[src/rtl/ctrl_pkg.sv]
// Shared control types: operating config, frame size, loader FSM states, channel tags.
package ctrl_pkg;

  typedef enum logic [1:0] {
    f16bits = 2'd0,
    f31bits = 2'd1
  } frame_size_t;

  typedef struct packed {
    frame_size_t frame_size;
  } OP_t;

  typedef enum logic [1:0] {
    WAIT_L = 2'd0,
    WAIT_R = 2'd1,
    WR_L   = 2'd2,
    WR_R   = 2'd3
  } ldr_state_t;

  localparam logic CH_L = 1'b0;
  localparam logic CH_R = 1'b1;

endpackage

[src/rtl/sat_counter.sv]
// Saturating event counter; holds at all-ones, cleared only by reset.
module sat_counter #(
  parameter int W = 16
) (
  input  logic         wclk,
  input  logic         rst_,
  input  logic         inc,
  output logic [W-1:0] cnt
);

  logic [W-1:0] cnt_reg;

  always_ff @(posedge wclk or negedge rst_) begin
    if (!rst_) begin
      cnt_reg <= '0;
    end else if (inc && (cnt_reg != '1)) begin
      cnt_reg <= cnt_reg + W'(1);
    end
  end

  assign cnt = cnt_reg;

endmodule

[src/rtl/i2s_tx_loader.sv]
// Pairs tagged L/R samples and writes each stereo pair into the TxFIFO as two words.
// Optional statistics counters are built when I2S_TX_LOADER_STATS_EN is defined.
module i2s_tx_loader
  import ctrl_pkg::*;
#(
  parameter int DW    = 32,
  parameter int CNT_W = 16
) (
  input  logic             wclk,
  input  logic             rst_,
  input  logic             en,
  input  OP_t              op,
  input  logic             mono,
  input  logic             s_valid,
  output logic             s_ready,
  input  logic [DW-1:0]    s_data,
  input  logic             s_chan,
  input  logic             fifo_full,
  output logic             fifo_write,
  output logic [DW-1:0]    fifo_din,
  output logic             ord_err,
  output logic [CNT_W-1:0] pair_cnt,
  output logic [CNT_W-1:0] err_cnt
);

  ldr_state_t    state_reg, state_next;
  logic [DW-1:0] hold_l_reg, hold_l_next;
  logic [DW-1:0] hold_r_reg, hold_r_next;
  logic          ord_err_reg, ord_err_next;
  logic [DW-1:0] word;
  logic          is_f16;
  logic          accept;

  // Only the f16bits encoding truncates; every other encoding passes the full word.
  assign is_f16 = (op.frame_size == f16bits);
  assign word[15:0] = s_data[15:0];

  generate
    for (genvar gi = 16; gi < DW; gi++) begin : g_fmt
      assign word[gi] = is_f16 ? 1'b0 : s_data[gi];
    end
  endgenerate

  // Gated by rst_ so s_ready is low for the whole reset, whatever en does.
  assign s_ready = rst_ && en && ((state_reg == WAIT_L) || (state_reg == WAIT_R));
  assign accept  = s_valid && s_ready;

  always_ff @(posedge wclk or negedge rst_) begin
    if (!rst_) begin
      state_reg   <= WAIT_L;
      hold_l_reg  <= '0;
      hold_r_reg  <= '0;
      ord_err_reg <= 1'b0;
    end else begin
      state_reg   <= state_next;
      hold_l_reg  <= hold_l_next;
      hold_r_reg  <= hold_r_next;
      ord_err_reg <= ord_err_next;
    end
  end

  always_comb begin
    state_next   = state_reg;
    hold_l_next  = hold_l_reg;
    hold_r_next  = hold_r_reg;
    ord_err_next = 1'b0;
    fifo_write   = 1'b0;
    fifo_din     = '0;
    case (state_reg)
      WAIT_L: begin
        if (accept) begin
          if (mono) begin
            hold_l_next = word;
            hold_r_next = word;
            state_next  = WR_L;
          end else if (s_chan == CH_L) begin
            hold_l_next = word;
            state_next  = WAIT_R;
          end else begin
            ord_err_next = 1'b1;
          end
        end
      end
      WAIT_R: begin
        if (!en) begin
          hold_l_next = '0;
          state_next  = WAIT_L;
        end else if (accept) begin
          if (s_chan == CH_R) begin
            hold_r_next = word;
            state_next  = WR_L;
          end else begin
            // A second L replaces the held one; the pair restarts from it.
            hold_l_next  = word;
            ord_err_next = 1'b1;
          end
        end
      end
      WR_L: begin
        fifo_write = !fifo_full;
        if (!fifo_full) begin
          fifo_din   = hold_l_reg;
          state_next = WR_R;
        end
      end
      WR_R: begin
        fifo_write = !fifo_full;
        if (!fifo_full) begin
          fifo_din   = hold_r_reg;
          state_next = WAIT_L;
        end
      end
      default: state_next = WAIT_L;
    endcase
  end

  assign ord_err = ord_err_reg;

`ifdef I2S_TX_LOADER_STATS_EN
  logic pair_inc;
  assign pair_inc = (state_reg == WR_R) && fifo_write;

  sat_counter #(.W(CNT_W)) u_pair_cnt (
    .wclk (wclk),
    .rst_ (rst_),
    .inc  (pair_inc),
    .cnt  (pair_cnt)
  );

  sat_counter #(.W(CNT_W)) u_err_cnt (
    .wclk (wclk),
    .rst_ (rst_),
    .inc  (ord_err_reg),
    .cnt  (err_cnt)
  );
`else
  assign pair_cnt = '0;
  assign err_cnt  = '0;
`endif

endmodule

[config.mk]
export PLATFORM = sky130hd
export DESIGN_NAME = i2s_tx_loader
export DESIGN_NICKNAME = d
export VERILOG_FILES = /design/src/rtl/ctrl_pkg.sv /design/src/rtl/sat_counter.sv /design/src/rtl/i2s_tx_loader.sv
export SDC_FILE = /design/constraint.sdc
export NUM_CORES = 1
export LEC_CHECK = 0
export BUFFER_PORTS_ARGS = -buffer_cell sky130_fd_sc_hd__buf_2
export CAP_MARGIN = 25
export CORE_MARGIN = 8
export CORE_UTILIZATION = 40
export CTS_CLUSTER_SIZE = 10
export DETAILED_ROUTE_END_ITERATION = 10
export PLACE_DENSITY = 0.67
export SYNTH_ARGS = -nofsm -noshare
export SYNTH_HDL_FRONTEND = slang
export SYNTH_SLANG_ARGS = --single-unit
[constraint.sdc]
create_clock -name wclk -period 1.5 [get_ports wclk]
set_clock_uncertainty 0.05 [all_clocks]
set_input_delay 0.45 -clock wclk [delete_from_list [all_inputs] [get_ports wclk]]
set_output_delay 0.45 -clock wclk [all_outputs]
set_load 0.01 [all_outputs]
==> results.yml, run 1 <==
run_status:
  status: "finished, violations left"
  violations: "negative setup slack"
logic_synthesis:
  synth_top_cell_area_share_pct: 46.4
  yosys-top-cells-count: "dfrtp_1, mux2i_1, nand2_1, buf_4, nor2_1"
  synth_cell_types: 28
  syn_area_um2: 3610
  synth_edf_count: 0
  synth_ff_type: "dfrtp_1"
  ys_ff_latch: 67
  yosysSeqAreaShare_pct: 46.4
  synth_cells: 355
  synth.most_common_cell: "dfrtp_1"
  postSynthAreaPerCell_um2: 10.2
  synth_warnings: 0
  synthTopCellsByArea: "dfrtp_1, mux2i_1, buf_4"
  synthArstFlopShare_pct: 100
  synth_top_cell_by_area: "dfrtp_1"
global_route:
  grt_pass1_vias: 3157
  grt_first_pass_wirelength_um: 16400
  grt_max_degree: 57
  grt_antenna_before_repair: 0
  track_usage_pct: 16.3
  grt_overflow_total: 0
route:
  wl_per_cell_um: 20.3
  dr.pass1.iters: 4
  wl_um: 11800
  drc_errors: 0
  drtAntennaViolNets: 0
  drt_iter0_markers: 123
  vias: 3008
  routed_via_density: 5.17
floorplanning:
  die_area_um2: 12300
  core_area_um2: 8760
  rows: 34
  initial_core_util_pct: 41.2
  die_h_um: 111
  fp.dieW_um: 111
  pin_count: 108
cts:
  cts_made_buffers: 9
  clockRootBuffer: "clkbuf_8"
  clk_path_buf_depth: 2
  ctsHoldBuffers: 0
  h-tree-depth: 3
  cts_tree: "yes"
  path_clk_slew_ns: 0.09
  cts_sinks: 67
  clk_latency_ns: 0.35
power_and_ir_drop:
  power.density_nw_per_um2: 1810
  power_switching_mw: 3.96
  total_power_mw: 10.5
  p_clk_share_pct: 16.0
  power_frac_comb_pct: 51.0
  ir_drop_v: 0.000680
  p_seq_share_pct: 33.0
  leakagePower_nw: 2.59
  p_sw_share_pct: 37.9
  intPower_mw: 6.49
hold_path:
  hp-class: "in -> async"
timing:
  finalSetupViolCount: 100
  layout_setup_ws_ns: -0.529
  finalCriticalPeriod_ns: 2.03
  rsz0062_at_grt: "true"
  finalCritPeriodShare_pct: 135
  final_max_slew_viol_count: 0
  slew_headroom_pct: 51.6
  hold_viol_final: 0
  fin_tns_setup_ns: -34.55
  worst_pin_slew_ns: 0.725
  fmax_mhz: 493
place:
  io_buffer_count: 75
  placed_cell_area_um2: 4380
  dpl.hpwl_um: 6320
  gp_congestion: 0.771
finish:
  fin_area_um2: 5770
  syn_to_final_growth_pct: 59.6
  diodes: 0
  regArea_um2: 1680
  drive_above_1_share_pct: 61.0
  n_fill_cell: 609
  multi_input_area_um2: 2380
  fin_nets: 510
critical_path:
  arrival_ns: 1.53
  crit_required_ns: 1.00
  crit_type: "reg -> out"
  cp_max_fo: 6
  crit_path_end_kind: "primary output"
  start_kind: "flop"
run:
  maxCapViolCount: 0
==> cell families after synthesis <==
logic type | share of synthesized area [%]
and+or+nand+nor | 11.4
buffers and inverters | 11.8
muxes | 23.3
AOI/OAI and AO/OA | 6.92
DFF | 46.4
other | 0.104
==> worst max-delay path, stage by stage (launching register included) <==
cell	delay, ns
dfrtp_2	0.46
buf_6	0.14
buf_12	0.14
mux2i_4	0.19
nor2_4	0.12
buf_6	0.11
==> metrics by stage <==
step / util (%) / cells / hold slack (ns) / setup WS (ns)
finish: 65.8 / 582 / 0.0241 / -0.529
global route: 65.8 / 582 / 0.0357 / -0.574
CTS: 60.5 / 570 / 0.0300 / -0.490
detailed placement: 50.0 / 538 / 0.403 / -0.203
global placement: 50.0 / 538 / 0.404 / -0.216
floorplan: - / 386 / 0.104 / -0.0542
==> layout make-up <==
type,instances,area share [%]
clock buffers,9,2.15
clock inverters,7,1.60
inverters,19,1.32
multi-input cells,244,41.2
flip-flops and latches,67,29.1
well taps,108,2.34
repair buffers,128,22.3
==> placed cells by master (no fill, tap or decap), types with 2 or more instances in the layout <==
| master | instances |
|---|---|
| conb_1 | 32 |
| bufinv_16 | 2 |
| clkbuf_16 | 6 |
| mux2i_2 | 5 |
| buf_2 | 61 |
| buf_16 | 4 |
| o31ai_2 | 12 |
| nand2_2 | 22 |
| clkinv_2 | 2 |
| nor2_4 | 12 |
| nand2_1 | 19 |
| clkbuf_8 | 9 |
| o21ai_1 | 3 |
| o21ai_0 | 2 |
| nor2_2 | 18 |
| clkinvlp_4 | 3 |
| mux2i_1 | 39 |
| buf_12 | 14 |
| nor2_1 | 3 |
| dfrtp_1 | 65 |
| inv_1 | 17 |
| buf_6 | 22 |
| mux2_4 | 10 |
| nand2b_4 | 2 |
| o21ai_4 | 3 |
| mux2_2 | 6 |
| dfrtp_2 | 2 |
| mux2i_4 | 21 |
| o21ai_2 | 10 |
| o31ai_1 | 3 |
| buf_4 | 19 |
| nand2_4 | 10 |
==> repair_timing <==
| item | in CTS | in global routing |
|---|---|---|
| setup endpoints to repair | 99 | 101 |
| resized for setup | 107 | 78 |
| cloned | 7 | 5 |
| setup buffers | 9 | 9 |
| pin swaps | 1 | 37 |
==> power by group through the flow <==
stage / combinational, mW / clock (mW) / sequential [mW]
5_1_grt: 5.61 / 1.80 / 3.52
3_3_place_gp: 3.04 / 0 / 3.09
4_1_cts: 4.53 / 1.67 / 3.22
2_1_floorplan: 2.55 / 0 / 2.95
3_5_place_dp: 3.11 / 0 / 3.12
6_report: 5.33 / 1.67 / 3.44
==> per-layer routing <==
metal,global-route usage [%],vias to the layer above,wire [um]
met5,0,-,0
met4,7.91,0,377
met3,3.63,28,566
met2,26.8,115,5980
met1,19.7,1511,4870
li1,-,1354,-
==> final timing paths <==
| kind | depth (start not counted) | startpoint | slack (ns) | to |
|---|---|---|---|---|
| setup / recovery | 5 | state_reg[0] | -0.53 | fifo_din[1] |
| hold / removal | 2 | rst_ | 0.02 | ord_err |
| setup reg to reg | 7 | state_reg[0] | -0.37 | hold_l_reg[12] |
| hold reg to reg | 1 | hold_r_reg[5] | 0.46 | hold_r_reg[5] |
| max in group asynchronous | 3 | rst_ | 0.53 | state_reg[0] |
| min in group wclk | 2 | s_data[8] | 0.30 | hold_r_reg[8] |
(Power assumes the default switching activity.)
==> inputs of run 2 (changes only) <==
--- a/config.mk
+++ b/config.mk
@@ -7,6 +7,7 @@
 export LEC_CHECK = 0
 export BUFFER_PORTS_ARGS = -buffer_cell sky130_fd_sc_hd__buf_2
 export CAP_MARGIN = 25
+export CORE_ASPECT_RATIO = 1.25
 export CORE_MARGIN = 8
 export CORE_UTILIZATION = 40
 export CTS_CLUSTER_SIZE = 10
==> run 2 against run 1 <==
The flow still finishes with violations (negative setup slack). Non-clock buffer count down 8. Power down 8.0%. Via count down 5.9%. Setup slack better by 0.065 ns. Largest cell class unchanged.
==> results.yml, run 2 (synthesized netlist as in run 1, its figures left out) <==
cts:
  cts_sinks: 67
  clk_path_buf_depth: 2
  clk_latency_ns: 0.32
  cts_made_buffers: 9
  clockRootBuffer: "clkbuf_16"
  path_clk_slew_ns: 0.06
  cts_tree: "yes"
  h-tree-depth: 3
timing:
  finalCriticalPeriod_ns: 1.96
  layout_setup_ws_ns: -0.465
  final_max_slew_viol_count: 0
  hold_viol_final: 0
  fin_tns_setup_ns: -24.89
  finalSetupViolCount: 100
  fmax_mhz: 509
  finalCritPeriodShare_pct: 131
  rsz0062_at_grt: "true"
power_and_ir_drop:
  total_power_mw: 9.61
  power.density_nw_per_um2: 1780
  leakagePower_nw: 2.46
  ir_drop_v: 0.000916
floorplanning:
  core_area_um2: 8980
  fp.dieW_um: 101
  pin_count: 108
  die_h_um: 122
  rows: 39
  die_area_um2: 12400
  initial_core_util_pct: 40.3
route:
  drtAntennaViolNets: 0
  drc_errors: 0
  dr.pass1.iters: 4
  wl_um: 9930
  wl_per_cell_um: 16.9
  routed_via_density: 4.80
  vias: 2830
  drt_iter0_markers: 148
place:
  dpl.hpwl_um: 6450
  placed_cell_area_um2: 4430
  place_inst: 553
  gp_congestion: 0.762
  io_buffer_count: 75
  place_ws_ns: -0.192
finish:
  syn_to_final_growth_pct: 49.5
  fin_cells: 589
  layout_common_cells: "dfrtp_1, buf_2, nand2_1"
  fin_nets: 502
  fin_area_um2: 5400
  diodes: 0
  drive_above_1_share_pct: 51.9
  n_fill_cell: 759
run_status:
  violations: "negative setup slack"
  status: "finished, violations left"
critical_path:
  critPathLaunch: "state_reg[0]"
  crit_path_end: "fifo_din[8]"
  cp_max_fo: 7
  crit_path_end_kind: "primary output"
  reg2regPathDepth: 7
  arrival_ns: 1.46
  crit_required_ns: 1.00
  crit_type: "reg -> out"
  reg2reg_from: "state_reg[0]"
  r2r_slack_ns: -0.26
  reg2reg_to: "hold_l_reg[20]"
  start_kind: "flop"
hold_path:
  hp-class: "in -> async"
global_route:
  track_usage_pct: 16.0
  grt_overflow_total: 0
  grt_antenna_before_repair: 0
  grt_first_pass_wirelength_um: 15500
  grt_max_degree: 36
  grt_pass1_vias: 3111
run:
  maxCapViolCount: 0
==> run 2: through the flow <==
step | utilization, % | hold WS [ns]
after floorplan | - | 0.104
after global placement | 49.3 | 0.204
after detailed placement | 49.3 | 0.204
after CTS | 55.7 | 0.162
after global routing | 60.2 | 0.197
final | 60.2 | 0.158
==> run 2: report_power, final <==
| part | switching (mW) | internal (mW) | leakage, nW |
|---|---|---|---|
| logic | 1.99 | 2.30 | 1.46 |
| clock network | 0.789 | 1.29 | 0.142 |
| registers | 0.652 | 2.58 | 0.862 |
==> run 2: critical path, stage by stage (launching register included) <==
cell	delay [ns]
dfrtp_2	0.45
buf_6	0.13
clkbuf_16	0.17
mux2i_4	0.20
nor2_4	0.09
buf_6	0.10
==> run 2: repair_timing <==
item,4_1_cts,5_1_grt
endpoints found under the setup margin,99,101
buffers inserted,9,5
pin swaps,1,2
endpoints found under the hold margin,1,0
gates resized for setup,37,71
hold buffers,1,0
cloned,2,3
==> run 2: layout make-up <==
cell class                      instances  area [um^2]  area share, %
Inverter                               19         73.8           1.37
Sequential cell                        67         1680           31.1
Timing Repair Buffer                  120         1050           19.4
Clock buffer                            9          225           4.17
Clock inverter                          7         76.3           1.41
Tap cell                              123          154           2.85
Multi-Input combinational cell        244         2150           39.7
==> run 2: worst min-delay path by stage <==
stage                     end  slack, ns  cells after the start
2_1_floorplan   hold_l_reg[0]       0.10                      0
3_3_place_gp   hold_l_reg[19]       0.20                      1
3_5_place_dp   hold_l_reg[19]       0.20                      1
4_1_cts        hold_l_reg[18]       0.16                      2
5_1_grt        hold_l_reg[18]       0.20                      2
6_report       hold_l_reg[18]       0.16                      2
==> run 2: routing by layer <==
layer | part of all wire (%) | global-route usage (%) | routed length [um] | vias up
met3 | 4.5 | 4.54 | 443 | 12
met2 | 51 | 27.6 | 5080 | 77
met1 | 43 | 18.5 | 4230 | 1405
li1 | - | - | - | 1336
met4 | 1.8 | 5.70 | 176 | 0
met5 | 0 | 0 | 0 | -
